--- src/rtl/chrow_loader_if.sv ---
// Bundle of the scanline sequencer's handshake and bus signals.
//   master: the loader side (drives the read/write strobes, render start, status flags)
//   slave : the environment side (timing_gen pulse, text memory data, chrowbuf, renderer)
interface chrow_loader_if #(
  parameter int unsigned TEXT_AW    = 12,
  parameter int unsigned CHAR_H_LG2 = 4
);
  logic                  line_start;
  logic [15:0]           next_row;
  logic                  next_row_vis;
  logic                  text_rd;
  logic [TEXT_AW-1:0]    text_rd_addr;
  logic [15:0]           text_rd_data;
  logic                  chrowbuf_wr;
  logic [7:0]            chrowbuf_wr_addr;
  logic [15:0]           chrowbuf_wr_data;
  logic                  render_go;
  logic [CHAR_H_LG2-1:0] render_pix_row;
  logic                  busy;
  logic                  overrun;

  modport master (
    input  line_start, next_row, next_row_vis, text_rd_data,
    output text_rd, text_rd_addr, chrowbuf_wr, chrowbuf_wr_addr, chrowbuf_wr_data,
           render_go, render_pix_row, busy, overrun
  );

  modport slave (
    output line_start, next_row, next_row_vis, text_rd_data,
    input  text_rd, text_rd_addr, chrowbuf_wr, chrowbuf_wr_addr, chrowbuf_wr_data,
           render_go, render_pix_row, busy, overrun
  );
endinterface

--- src/rtl/chrow_loader.sv ---
// Per-scanline sequencer for the character renderer. On each visible line_start it either
// copies one text row (COLS words) from text memory into chrowbuf and then starts the
// renderer, or (mid-character rows) starts the renderer immediately.
// Ports:
//   clk, nrst          : pixel clock, synchronous active-low reset
//   bus (master)       : line_start/next_row/next_row_vis in; text memory read port;
//                        chrowbuf write port; render_go/render_pix_row; busy/overrun status
module chrow_loader #(
  parameter int unsigned COLS       = 100,
  parameter int unsigned CHAR_H_LG2 = 4,
  parameter int unsigned TEXT_AW    = 12
) (
  input  logic           clk,
  input  logic           nrst,
  chrow_loader_if.master bus
);

  localparam int unsigned CNT_W = $clog2(COLS + 1);

  typedef enum logic [1:0] {IDLE, LOAD, GO} state_e;

  state_e                state_q, state_d;
  logic [CNT_W-1:0]      cnt_q, cnt_d;
  logic [TEXT_AW-1:0]    base_q, base_d;
  logic [TEXT_AW-1:0]    addr_q, addr_d;
  logic [CHAR_H_LG2-1:0] pix_q, pix_d;
  logic [CHAR_H_LG2-1:0] pix_row_q, pix_row_d;
  logic                  text_rd_q, text_rd_d;
  logic                  wr_q, wr_d;
  logic [7:0]            wr_addr_q, wr_addr_d;
  logic                  go_q, go_d;
  logic                  busy_q, busy_d;
  logic                  overrun_q, overrun_d;

  // Next-state and registered-output computation.
  always_comb begin
    state_d   = state_q;
    cnt_d     = cnt_q;
    base_d    = base_q;
    addr_d    = addr_q;
    pix_d     = pix_q;
    pix_row_d = pix_row_q;
    text_rd_d = 1'b1;
    wr_d      = 1'b1;
    wr_addr_d = wr_addr_q;
    go_d      = 1'b0;
    // Any line_start outside IDLE is dropped but remembered.
    overrun_d = overrun_q | (bus.line_start & (state_q != IDLE));

    unique case (state_q)
      IDLE: begin
        if (bus.line_start && bus.next_row_vis) begin
          pix_d = bus.next_row[CHAR_H_LG2-1:0];
          if (bus.next_row == 16'd0) base_d = '0;
          if (pix_d == '0) begin
            state_d   = LOAD;
            cnt_d     = '0;
            text_rd_d = 1'b0;
            addr_d    = base_d;
          end else begin
            state_d   = GO;
            go_d      = 1'b1;
            pix_row_d = pix_d;
          end
        end
      end
      // cnt_q = k: read k is on the bus now, its write lands next cycle.
      LOAD: begin
        if (cnt_q == CNT_W'(COLS)) begin
          state_d   = GO;
          base_d    = base_q + TEXT_AW'(COLS);
          go_d      = 1'b1;
          pix_row_d = pix_q;
        end else begin
          wr_d      = 1'b0;
          wr_addr_d = 8'(cnt_q);
          cnt_d     = cnt_q + CNT_W'(1);
          if (cnt_q != CNT_W'(COLS - 1)) begin
            text_rd_d = 1'b0;
            addr_d    = base_q + TEXT_AW'(cnt_q) + TEXT_AW'(1);
          end
        end
      end
      GO: begin
        state_d = IDLE;
      end
      default: begin
        state_d = IDLE;
      end
    endcase

    busy_d = (state_d != IDLE);
  end

  // State and output registers.
  always_ff @(posedge clk) begin
    if (!nrst) begin
      state_q   <= IDLE;
      cnt_q     <= '0;
      base_q    <= '0;
      addr_q    <= '0;
      pix_q     <= '0;
      pix_row_q <= '0;
      text_rd_q <= 1'b1;
      wr_q      <= 1'b1;
      wr_addr_q <= '0;
      go_q      <= 1'b0;
      busy_q    <= 1'b0;
      overrun_q <= 1'b0;
    end else begin
      state_q   <= state_d;
      cnt_q     <= cnt_d;
      base_q    <= base_d;
      addr_q    <= addr_d;
      pix_q     <= pix_d;
      pix_row_q <= pix_row_d;
      text_rd_q <= text_rd_d;
      wr_q      <= wr_d;
      wr_addr_q <= wr_addr_d;
      go_q      <= go_d;
      busy_q    <= busy_d;
      overrun_q <= overrun_d;
    end
  end

  assign bus.text_rd          = text_rd_q;
  assign bus.text_rd_addr     = addr_q;
  assign bus.chrowbuf_wr      = wr_q;
  assign bus.chrowbuf_wr_addr = wr_addr_q;
  // Memory data arrives in the same cycle as its write strobe, so it passes straight through.
  assign bus.chrowbuf_wr_data = bus.text_rd_data;
  assign bus.render_go        = go_q;
  assign bus.render_pix_row   = pix_row_q;
  assign bus.busy             = busy_q;
  assign bus.overrun          = overrun_q;

endmodule

--- src/flat_wrapper.sv ---
// flat-port wrapper written by rule: the top's interface ports become plain ports
module chrow_loader_flat 
#(
  parameter int unsigned COLS       = 100,
  parameter int unsigned CHAR_H_LG2 = 4,
  parameter int unsigned TEXT_AW    = 12
)
  (clk, nrst, bus_line_start, bus_next_row, bus_next_row_vis, bus_text_rd_data, bus_text_rd, bus_text_rd_addr, bus_chrowbuf_wr, bus_chrowbuf_wr_addr, bus_chrowbuf_wr_data, bus_render_go, bus_render_pix_row, bus_busy, bus_overrun);
  chrow_loader_if #(.TEXT_AW(TEXT_AW), .CHAR_H_LG2(CHAR_H_LG2)) bus_i ();
  input  logic clk;
  input  logic nrst;
  input wire logic [$bits(bus_i.line_start)-1:0] bus_line_start;
  input wire logic [$bits(bus_i.next_row)-1:0] bus_next_row;
  input wire logic [$bits(bus_i.next_row_vis)-1:0] bus_next_row_vis;
  input wire logic [$bits(bus_i.text_rd_data)-1:0] bus_text_rd_data;
  output wire logic [$bits(bus_i.text_rd)-1:0] bus_text_rd;
  output wire logic [$bits(bus_i.text_rd_addr)-1:0] bus_text_rd_addr;
  output wire logic [$bits(bus_i.chrowbuf_wr)-1:0] bus_chrowbuf_wr;
  output wire logic [$bits(bus_i.chrowbuf_wr_addr)-1:0] bus_chrowbuf_wr_addr;
  output wire logic [$bits(bus_i.chrowbuf_wr_data)-1:0] bus_chrowbuf_wr_data;
  output wire logic [$bits(bus_i.render_go)-1:0] bus_render_go;
  output wire logic [$bits(bus_i.render_pix_row)-1:0] bus_render_pix_row;
  output wire logic [$bits(bus_i.busy)-1:0] bus_busy;
  output wire logic [$bits(bus_i.overrun)-1:0] bus_overrun;
  assign bus_i.line_start = bus_line_start;
  assign bus_i.next_row = bus_next_row;
  assign bus_i.next_row_vis = bus_next_row_vis;
  assign bus_i.text_rd_data = bus_text_rd_data;
  assign bus_text_rd = bus_i.text_rd;
  assign bus_text_rd_addr = bus_i.text_rd_addr;
  assign bus_chrowbuf_wr = bus_i.chrowbuf_wr;
  assign bus_chrowbuf_wr_addr = bus_i.chrowbuf_wr_addr;
  assign bus_chrowbuf_wr_data = bus_i.chrowbuf_wr_data;
  assign bus_render_go = bus_i.render_go;
  assign bus_render_pix_row = bus_i.render_pix_row;
  assign bus_busy = bus_i.busy;
  assign bus_overrun = bus_i.overrun;
  chrow_loader #(.COLS(COLS), .CHAR_H_LG2(CHAR_H_LG2), .TEXT_AW(TEXT_AW)) u_core (.clk(clk), .nrst(nrst), .bus(bus_i));
endmodule
--- config.mk ---
export PLATFORM = sky130hd
export DESIGN_NAME = chrow_loader_flat
export DESIGN_NICKNAME = d
export VERILOG_FILES = /design/src/rtl/chrow_loader_if.sv /design/src/rtl/chrow_loader.sv /design/src/flat_wrapper.sv
export SDC_FILE = /design/constraint.sdc
export NUM_CORES = 1
export LEC_CHECK = 0
export ABC_AREA = 1
export CAP_MARGIN = 10
export CORE_MARGIN = 8
export CORE_UTILIZATION = 49
export DETAILED_ROUTE_END_ITERATION = 7
export GPL_TIMING_DRIVEN = 0
export PLACE_DENSITY = 0.91
export SYNTH_ARGS = -nofsm -noshare
export SYNTH_HDL_FRONTEND = slang
export SYNTH_SLANG_ARGS = --single-unit
--- constraint.sdc ---
create_clock -name clk -period 2.4 [get_ports clk]
set_input_delay 0.48 -clock clk [delete_from_list [all_inputs] [get_ports clk]]
set_output_delay 0.48 -clock clk [all_outputs]
set_load 0.03 [all_outputs]
# == Word level (Yosys, flattened, before mapping) ==
# Cells that the tools add are included.
# totals
wordCells,71
inputBits,36
out_inout_bits,45
regBits,53
# op_classes
bitwise,3
n_eq_ne,9
n_mux,29
addsub,4
n_reduce_logical,14
# op_table
op,n
$mux 12,7
$pmux 12 s2,2
$mux 7,3
$logic_not 16->1,1
$pmux 7 s2,1
$add 12x1->12 const B,1
$add 12x7->12,1
$add 12x7->12 const B,1
$mux 4,3
$ne 2x1->1 const B,4
$pmux 4 s2,1
$reduce_and 4->1,2
$add 7x1->7 const B,1
$eq 7x7->1 const B,1
$ne 7x7->1 const B,1
$mux 1,6
$mux 2,3
$reduce_and 2->1,3
$reduce_bool 2->1,3
$reduce_and 5->1,1
$logic_not 4->1,1
$ne 2x2->1 const B,2
$pmux 1 s2,2
$pmux 2 s2,1
7 further kinds,7

# == Depth between registers and ports, before layout ==
# Gate-level depths: netlist of run 1.
# logic_depth
word_depth,5
ltp_mapped,13
mapped_depth_nobuf,13

# == Worst setup path after synthesis of run 1 ==
# No wires, ideal clock.
# synth_timing
kind,flip-flop to flip-flop
from,register u_core.cnt_q[0]
to,"register u_core.addr_q[8], in the netlist u_core.bus.text_rd_addr[8]"
path_stages_with_launch,14
arrival_ps,1648
synth_period_minus_slack_ps,1757
required_time_ps,2291
n_path_buf,0
path_slack_ps,643
setup_time_ps,109
cell_sequence,dfxtp_1 inv_1 ha_1 fa_1 inv_1 nand3_1 nand2_1 nand3_1 nand2_1 nand2_1 nand3_1 nand2_1 nand2_1 inv_1
# synth_between
elab_chain_len,5
word_cells_on_any_way,10
cone_classes,2 x add/sub; 4 x eq/ne; 3 x mux; 1 x reduce/logical
# synth_lines
item,line_no,source
from (decl),chrow_loader.sv:23,"logic [CNT_W-1:0] cnt_q, cnt_d;"
from (signal assigned),chrow_loader.sv:112,cnt_q <= cnt_d;
$add 12x7->12,chrow_loader.sv:80,addr_d = base_q + TEXT_AW'(cnt_q) + TEXT_AW'(1);
$add 12x1->12,chrow_loader.sv:80,
$mux 12,chrow_loader.sv:78,if (cnt_q != CNT_W'(COLS - 1)) begin
$mux 12,chrow_loader.sv:69,if (cnt_q == CNT_W'(COLS)) begin
$pmux 12 s2,chrow_loader.sv:50,unique case (state_q)
to (signal assigned),chrow_loader.sv:114,addr_q <= addr_d;
to (decl),chrow_loader.sv:25,"logic [TEXT_AW-1:0] addr_q, addr_d;"
# Parallel ways exist; a longest one is shown, timed or not. The select of a mux whose other input is x is not followed.
# A chain may end at the register's enable or synchronous reset.

# == Worst setup path in the final report of run 1 ==
# layout_timing
from,register u_core.cnt_q[0]
to,"register u_core.addr_q[6], in the netlist u_core.bus.text_rd_addr[6]"
# The elaborated chain is that of the path after synthesis.

==> qor.yml, run 1 <==
status: "finished, final reports clean"
synthArstFlopShare_pct: 0
relSlewSlack_pct: 59.5
finalWirelength_um: 8960
period_share_pct: 86.4
final_hold_viol_count: 0
numPortBuffers: 63
grt_pass1_vias: 3197
die-area_um2: 9250
cp_cell_sequence: "inv_1, ha_1, fa_1, inv_1, nand3_1, nand2_1, nand2_1, nand2_1, a21oi_1, a21oi_1, nor2_1"
ys_warn_count: 0
cpMaxStageDelayCell: "dfxtp_1"
p_per_area_nw_per_um2: 441
cts_buffer_depth: 2
syn_avg_cell_area_um2: 6.62
cp_common_cell: "nand2_1"
final_common_cell: "nand2_1"
crit_family: "adder cells"
holdCritPathClass: "reg -> reg"
ys_types: 35
worst_ep_arrival_time_ns: 2.29
antennaDiodeCount: 0
crit_path_end_kind: "flop"
core_um2: 6280
clkSinkCount: 53
post_cts_buffers: 0
cp_slowest_stage_delay_ns: 0.45
syn_inst: 476
grt_max_degree: 17
critical_path_buf_inv_count: 2
tightestPinTransition_ns: 0.607
viasPerCell: 5.26
period_minus_slack_ns: 2.07
ys.flop_type: "dfxtp_1"
htreeDepth: 2
routabilityCongestion: 0.911
whs_ns: 0.478
start_util_pct: 50.2
timing.max_cap.violations: 0
rows: 29
setup_viol: 0
drt-pass1-iter-count: 7
holdBufCountCts: 0
ctsResizeCount: 0
synth-edff-count: 0
synthToLayoutAreaGrowth_pct: 26.1
antenna_found_initial: 0
clkTransAtPathRegs_ns: 0.10
syn_nets: 523
dp_hpwl_um: 6950
vias: 3284
tns_ns: 0
seq_area_frac_synth_pct: 33.7
rsz0062_at_grt: "no"
peakVddDrop_mv: 0.311
cts_root_buf: "clkbuf_8"
comb_power_share_pct: 16.3
cts_buffers: 5
grt_pass1_wl_um: 14500
grt_usage_pct: 19.8
fmax_mhz: 482
cp-start-kind: "flop"
final_cell_mix: "nand2_1 (109), clkdlybuf4s50_1 (63), nor2_1 (60)"
yosys_register_bits: 53
worst-setup-path-type: "reg -> reg"
p_seq_share_pct: 52.7
required_ns: 2.62
swShare_pct: 27.9
drt-initial-drc-count: 222
grt_remaining_overflow: 0
p_int_mw: 1.27
clkLatencyLatePin_ns: 0.32
slew_viol_final: 0
drc: 0
power.switching_mw: 0.489
ioPinCount: 81
die_w_um: 96.2
nets: 593
clock_skew_ns: 0.00666
syn_area_um2: 3150
cp_max_fo: 7
wl_per_cell_um: 14.4
die_height_um: 96.2
cellLeakagePower_nw: 1.83
ant_nets: 0
drive_above_1_share_pct: 9.87
cts_tree: "built"
pwr-share-clk_pct: 31.0
[path summary, 6_finish.rpt]
kind / start / end / slack, ns / cells past startpoint
worst max register to register: u_core.cnt_q[0] / u_core.bus.text_rd_addr[6] / 0.33 / 11
worst max-delay path: u_core.cnt_q[0] / u_core.bus.text_rd_addr[6] / 0.33 / 11
worst min register to register: u_core.bus.chrowbuf_wr_addr[4] / u_core.bus.chrowbuf_wr_addr[4] / 0.48 / 2
worst min-delay path: u_core.bus.chrowbuf_wr_addr[4] / u_core.bus.chrowbuf_wr_addr[4] / 0.48 / 2
[final cells by class]
| type | instances | area (µm²) |
|---|---|---|
| fillers | 576 | 2300 |
| multi-input cells | 333 | 1640 |
| repair buffers | 63 | 631 |
| clock inverters | 2 | 13.8 |
| flip-flops and latches | 53 | 1060 |
| clock buffers | 6 | 82.6 |
| plain buffers | 33 | 233 |
| well taps | 77 | 96.3 |
| inverters | 57 | 216 |
[state kept, by name (all words and copies together), names as in the netlist, 2 cells and up]
register and flops:
u_core.pix_q 4, u_core.base_q 12, u_core.cnt_q 7, u_core.bus.chrowbuf_wr_addr 7, u_core.bus.render_pix_row 4, u_core.bus.text_rd_addr 12, u_core.state_q 2
[routing by layer]
| metal | GRT usage (%) | vias up | share of wire [%] |
|---|---|---|---|
| met5 | 0 | - | 0 |
| met4 | 7.04 | 0 | 2.1 |
| met3 | 4.13 | 20 | 6.3 |
| met2 | 36.7 | 120 | 52 |
| met1 | 21.5 | 1493 | 40 |
| li1 | - | 1651 | - |
[worst register-to-register path, stage by stage (launching register included)]
cell,delay [ns]
dfxtp_1,0.45
inv_1,0.13
ha_1,0.23
fa_1,0.42
inv_1,0.11
nand3_1,0.07
nand2_1,0.13
nand2_1,0.07
nand2_1,0.09
a21oi_1,0.07
a21oi_1,0.17
nor2_1,0.06
[power by group through the flow]
| stage | registers (mW) | clock network, mW | logic [mW] |
|---|---|---|---|
| floorplan | 0.961 | 0 | 0.151 |
| global placement | 0.943 | 0 | 0.278 |
| detailed placement | 0.944 | 0 | 0.285 |
| CTS | 0.924 | 0.550 | 0.286 |
| global route | 0.928 | 0.576 | 0.309 |
| finish | 0.925 | 0.545 | 0.286 |
[Yosys cell counts, types with 2 or more instances]
library cell    n  area share, %
o21ai_0        32            5.1
buf_6           5            1.8
buf_2           2           0.32
nand2_1       109             13
nand3_4         2            1.1
nor2_1         60            7.1
nor2_2          4           0.79
inv_2           3           0.36
clkbuf_1        7           0.83
a211oi_1        2           0.48
nor3_1          3           0.48
nand3_1        39            6.2
nand4_1         4           0.79
a31oi_1        10            2.0
or2_2           5           0.99
buf_4          18            4.3
nand3b_1        2           0.48
dfxtp_1        53             34
a21oi_1        32            5.1
o21ai_1         8            1.3
inv_1          52            6.2
xor2_1          2           0.56
ha_1           10            4.0
[cells by family (layout without fill, tap and decap cells)]
logic type	Yosys count	count (layout)	synth area share, %
buf+inv	90	161	14.3
fa+ha+maj	11	11	4.61
compound gates	86	86	14.4
simple gates	233	233	32.4
xor+xnor	2	2	0.556
flops	53	53	33.7
other cells	1	1	0.119
[per-stage QoR]
stage | area, µm² | util, % | cells | setup slack, ns | total power, mW
final | 3980 | 63.3 | 624 | 0.327 | 1.75
after global routing | 3980 | 63.3 | 624 | 0.139 | 1.81
after CTS | 3980 | 63.3 | 624 | 0.319 | 1.76
after floorplan | 3150 | - | 476 | 0.643 | 1.11
after detailed placement | 3880 | 61.8 | 616 | 0.186 | 1.23
after global placement | 3880 | 61.8 | 616 | 0.233 | 1.22
Note: power is estimated with default switching activity, not from simulation.
==> run 2, diff against run 1 <==
PLACE_DENSITY = not set   (was 0.91)
PLACE_DENSITY_LB_ADDON = 0.12   (was not set)
SKIP_CTS_REPAIR_TIMING = 1   (was not set)
==> qor.yml, run 2 (same netlist as run 1, synthesis figures left out) <==
antenna_found_initial: 0
start_util_pct: 50.2
fmax_mhz: 474
rows: 29
cts_tree: "built"
setup_viol: 0
p_int_mw: 1.34
drc: 0
die-area_um2: 9250
cts_buffer_depth: 2
period_share_pct: 87.9
swShare_pct: 26.9
viasPerCell: 5.21
ant_nets: 0
drive_above_1_share_pct: 9.87
grt_usage_pct: 19.2
final_hold_viol_count: 0
grt_pass1_vias: 3106
critical_path_buf_inv_count: 2
relSlewSlack_pct: 60.4
die_w_um: 96.2
tns_ns: 0
worst_ep_arrival_time_ns: 2.32
cellLeakagePower_nw: 1.84
clkSinkCount: 53
period_minus_slack_ns: 2.11
htreeDepth: 2
register_area_um2: 1060
cts_buffers: 5
p_seq_share_pct: 50.3
routabilityCongestion: 0.886
required_ns: 2.61
clkTransAtPathRegs_ns: 0.10
grt_max_degree: 18
antennaDiodeCount: 0
worst-setup-path-type: "reg -> reg"
p_total_mw: 1.84
final_common_cell: "nand2_1"
multiInputGateArea_um2: 1640
drt-initial-drc-count: 289
nets: 593
cp_cell_sequence: "inv_1, ha_1, fa_1, inv_1, nand3_1, nand2_1, nand2_1, nand2_1, a21oi_1, a21oi_1, nor2_1"
timing.max_cap.violations: 0
ioPinCount: 81
clkLatencyLatePin_ns: 0.31
cts_root_buf: "clkbuf_8"
peakVddDrop_mv: 0.317
dp_hpwl_um: 6630
cp-start-kind: "flop"
cp_common_cell: "nand2_1"
slew_viol_final: 0
wl_per_cell_um: 13.9
p_per_area_nw_per_um2: 461
comb_power_share_pct: 15.5
finalWirelength_um: 8650
status: "finished, final reports clean"
die_height_um: 96.2
crit_path_end_kind: "flop"
vias: 3253
crit_family: "adder cells"
holdCritPathClass: "reg -> reg"
power.switching_mw: 0.495
final_cell_mix: "nand2_1 (109), clkdlybuf4s50_1 (63), nor2_1 (60)"
drt-pass1-iter-count: 5
rsz0062_at_grt: "no"
synthToLayoutAreaGrowth_pct: 26.6
numPortBuffers: 63
grt_pass1_wl_um: 14000
cp_slowest_stage_delay_ns: 0.46
tightestPinTransition_ns: 0.594
cpMaxStageDelayCell: "dfxtp_1"
fill_cells: 584
grt_remaining_overflow: 0
cp_max_fo: 7
clock_skew_ns: 0.00922
pwr-share-clk_pct: 34.2
core_um2: 6280
run 2: cell count changes in the layout (fill, tap and decap cells not counted), sizes merged:
cell    change
clkinv      -1
bufinv      +1
clkbuf      -1
inv         +1
run 2: worst register-to-register path: stages (launching register included):
cell     delay, ns
dfxtp_1       0.46
inv_1         0.13
ha_1          0.23
fa_1          0.41
inv_1         0.11
nand3_1       0.07
nand2_1       0.13
nand2_1       0.06
nand2_1       0.09
a21oi_1       0.08
a21oi_1       0.19
nor2_1        0.06
run 2: area by class of cell:
| class | count | share of cell area, % |
|---|---|---|
| tap | 77 | 2.41 |
| inverter | 57 | 5.42 |
| sequential | 53 | 26.6 |
| clock buffer | 5 | 1.72 |
| multi-input combinational | 333 | 41.1 |
| buffer | 33 | 5.83 |
| clock inverter | 3 | 1.10 |
| timing repair buffer | 63 | 15.8 |
run 2: power groups by stage:
stage,Combinational [mW],Clock [mW],Sequential [mW]
floorplan,0.151,0,0.961
global route,0.308,0.674,0.927
finish,0.285,0.630,0.924
global placement,0.281,0,0.943
CTS,0.286,0.635,0.924
detailed placement,0.286,0,0.944
run 2: through the flow:
step | cells | hold slack [ns] | utilization [%] | area [µm²] | setup slack [ns]
6_report | 624 | 0.475 | 63.6 | 3990 | 0.289
5_1_grt | 624 | 0.493 | 63.6 | 3990 | 0.113
2_1_floorplan | 476 | 0.455 | - | 3150 | 0.643
3_5_place_dp | 616 | 0.458 | 61.8 | 3880 | 0.207
4_1_cts | 624 | 0.475 | 63.6 | 3990 | 0.316
3_3_place_gp | 616 | 0.454 | 61.8 | 3880 | 0.206
run 2: layer usage:
metal / wire length [µm] / global-route usage, % / vias up
met5: 0 / 0 / -
met4: 136 / 8.45 / 0
met3: 726 / 4.45 / 15
met2: 4250 / 33.6 / 116
met1: 3540 / 21.8 / 1468
li1: - / - / 1654
run 2: path summary, 6_finish.rpt:
kind	start	endpoint	slack, ns	cells past startpoint
worst min-delay path	u_core.bus.chrowbuf_wr_addr[4]	u_core.bus.chrowbuf_wr_addr[4]	0.48	2
worst max-delay path	u_core.cnt_q[0]	u_core.bus.text_rd_addr[6]	0.29	11
worst min register to register	u_core.bus.chrowbuf_wr_addr[4]	u_core.bus.chrowbuf_wr_addr[4]	0.48	2
worst max register to register	u_core.cnt_q[0]	u_core.bus.text_rd_addr[6]	0.29	11
==> run 3, diff against run 2 <==
RECOVER_POWER = 25   (was not set)
==> qor.yml, run 3 (same netlist as run 1, synthesis figures left out) <==
status: "finished, final reports clean"
crit_path_end_kind: "flop"
nets: 593
worst_ep_arrival_time_ns: 2.35
vias: 3257
final_hold_viol_count: 0
grt_pass1_wl_um: 14000
relSlewSlack_pct: 57.5
worst-setup-path-type: "reg -> reg"
cp_cell_sequence: "inv_1, ha_1, nand2_1, nor2_2, nand3_1, nand3_1, clkbuf_1, nor2_1, or2_1"
drc: 0
drt-initial-drc-count: 255
cp_max_fo: 10
fill_cells: 590
numPortBuffers: 63
die_height_um: 96.2
holdCritPathClass: "reg -> reg"
cp_slowest_stage_delay_ns: 0.40
peakVddDrop_mv: 0.317
tns_ns: 0
clkLatencyLatePin_ns: 0.31
die-area_um2: 9250
cts_tree: "built"
clkTransAtPathRegs_ns: 0.10
final_cell_mix: "nand2_1 (109), nor2_1 (60), dfxtp_1 (53)"
start_util_pct: 50.2
core_um2: 6280
final_common_cell: "nand2_1"
synthToLayoutAreaGrowth_pct: 25.4
dp_hpwl_um: 6630
clkSinkCount: 53
cts_buffers: 5
grt_pass1_vias: 3106
cpMaxStageDelayCell: "clkbuf_1"
ff2ff_setup_slack_ns: 0.26
viasPerCell: 5.22
rsz0062_at_grt: "no"
fmax_mhz: 467
wl_per_cell_um: 13.9
required_ns: 2.61
tightestPinTransition_ns: 0.637
cts_buffer_depth: 2
routabilityCongestion: 0.886
min_path_cells: 2
ant_nets: 0
die_w_um: 96.2
rows: 29
ioPinCount: 81
grt_remaining_overflow: 0
period_share_pct: 89.2
cp_common_cell: "nand3_1"
grt_max_degree: 18
utilization_pct: 62.9
antenna_found_initial: 0
drt-pass1-iter-count: 5
finalWirelength_um: 8660
period_minus_slack_ns: 2.14
cellLeakagePower_nw: 1.83
p_per_area_nw_per_um2: 462
drive_above_1_share_pct: 9.14
slew_viol_final: 0
htreeDepth: 2
cts_root_buf: "clkbuf_8"
r2r_cells: 9
setup_viol: 0
grt_usage_pct: 19.2
timing.max_cap.violations: 0
cp-start-kind: "flop"
antennaDiodeCount: 0
clock_skew_ns: 0.0101
## run 3: metrics by stage
stage          area, µm²  total power, mW  setup WS (ns)  hold slack (ns)  instances
6_report            3950             1.83          0.259            0.475        624
5_1_grt             3950             1.90         0.0690            0.493        624
4_1_cts             3990             1.85          0.316            0.475        624
3_5_place_dp        3880             1.23          0.207            0.458        616
3_3_place_gp        3880             1.22          0.206            0.454        616
2_1_floorplan       3150             1.11          0.643            0.455        476
## run 3: final timing paths
check | from | endpoint
min | u_core.bus.chrowbuf_wr_addr[4] | u_core.bus.chrowbuf_wr_addr[4]
min reg2reg | u_core.bus.chrowbuf_wr_addr[4] | u_core.bus.chrowbuf_wr_addr[4]
max | u_core.cnt_q[1] | u_core.bus.busy
max reg2reg | u_core.cnt_q[1] | u_core.bus.busy
## run 3: power by group
group          internal (mW)  leakage (nW)  switching, mW
logic                  0.120          1.35          0.156
registers              0.904         0.430         0.0206
clock network          0.313        0.0585          0.313
total                   1.34          1.83          0.489
## run 3: critical path: cells and delay by family (launching register included)
family	cells	cell delay [ns]
adders and majority gates	1	0.17
buffers and inverters	2	0.58
and+or+nand+nor	6	0.91
DFF	1	0.37
## run 3: area by class of cell
class	count	area [µm²]	share of cell area, %
plain buffers	33	218	5.51
multi-input cells	333	1620	40.9
clock inverters	3	43.8	1.11
clock buffers	5	68.8	1.74
flip-flops and latches	53	1060	26.9
inverters	57	216	5.48
well taps	77	96.3	2.44
repair buffers	63	631	16.0
## run 3: metal layers
layer  part of all wire [%]  GRT usage, %  up-vias  wire length [µm]
met3                    7.3          4.45       17               636
met2                     48          33.6      116              4180
li1                       -             -     1652                 -
met4                    2.4          8.45        0               205
met1                     42          21.8     1472              3640
met5                      0             0        -                 0
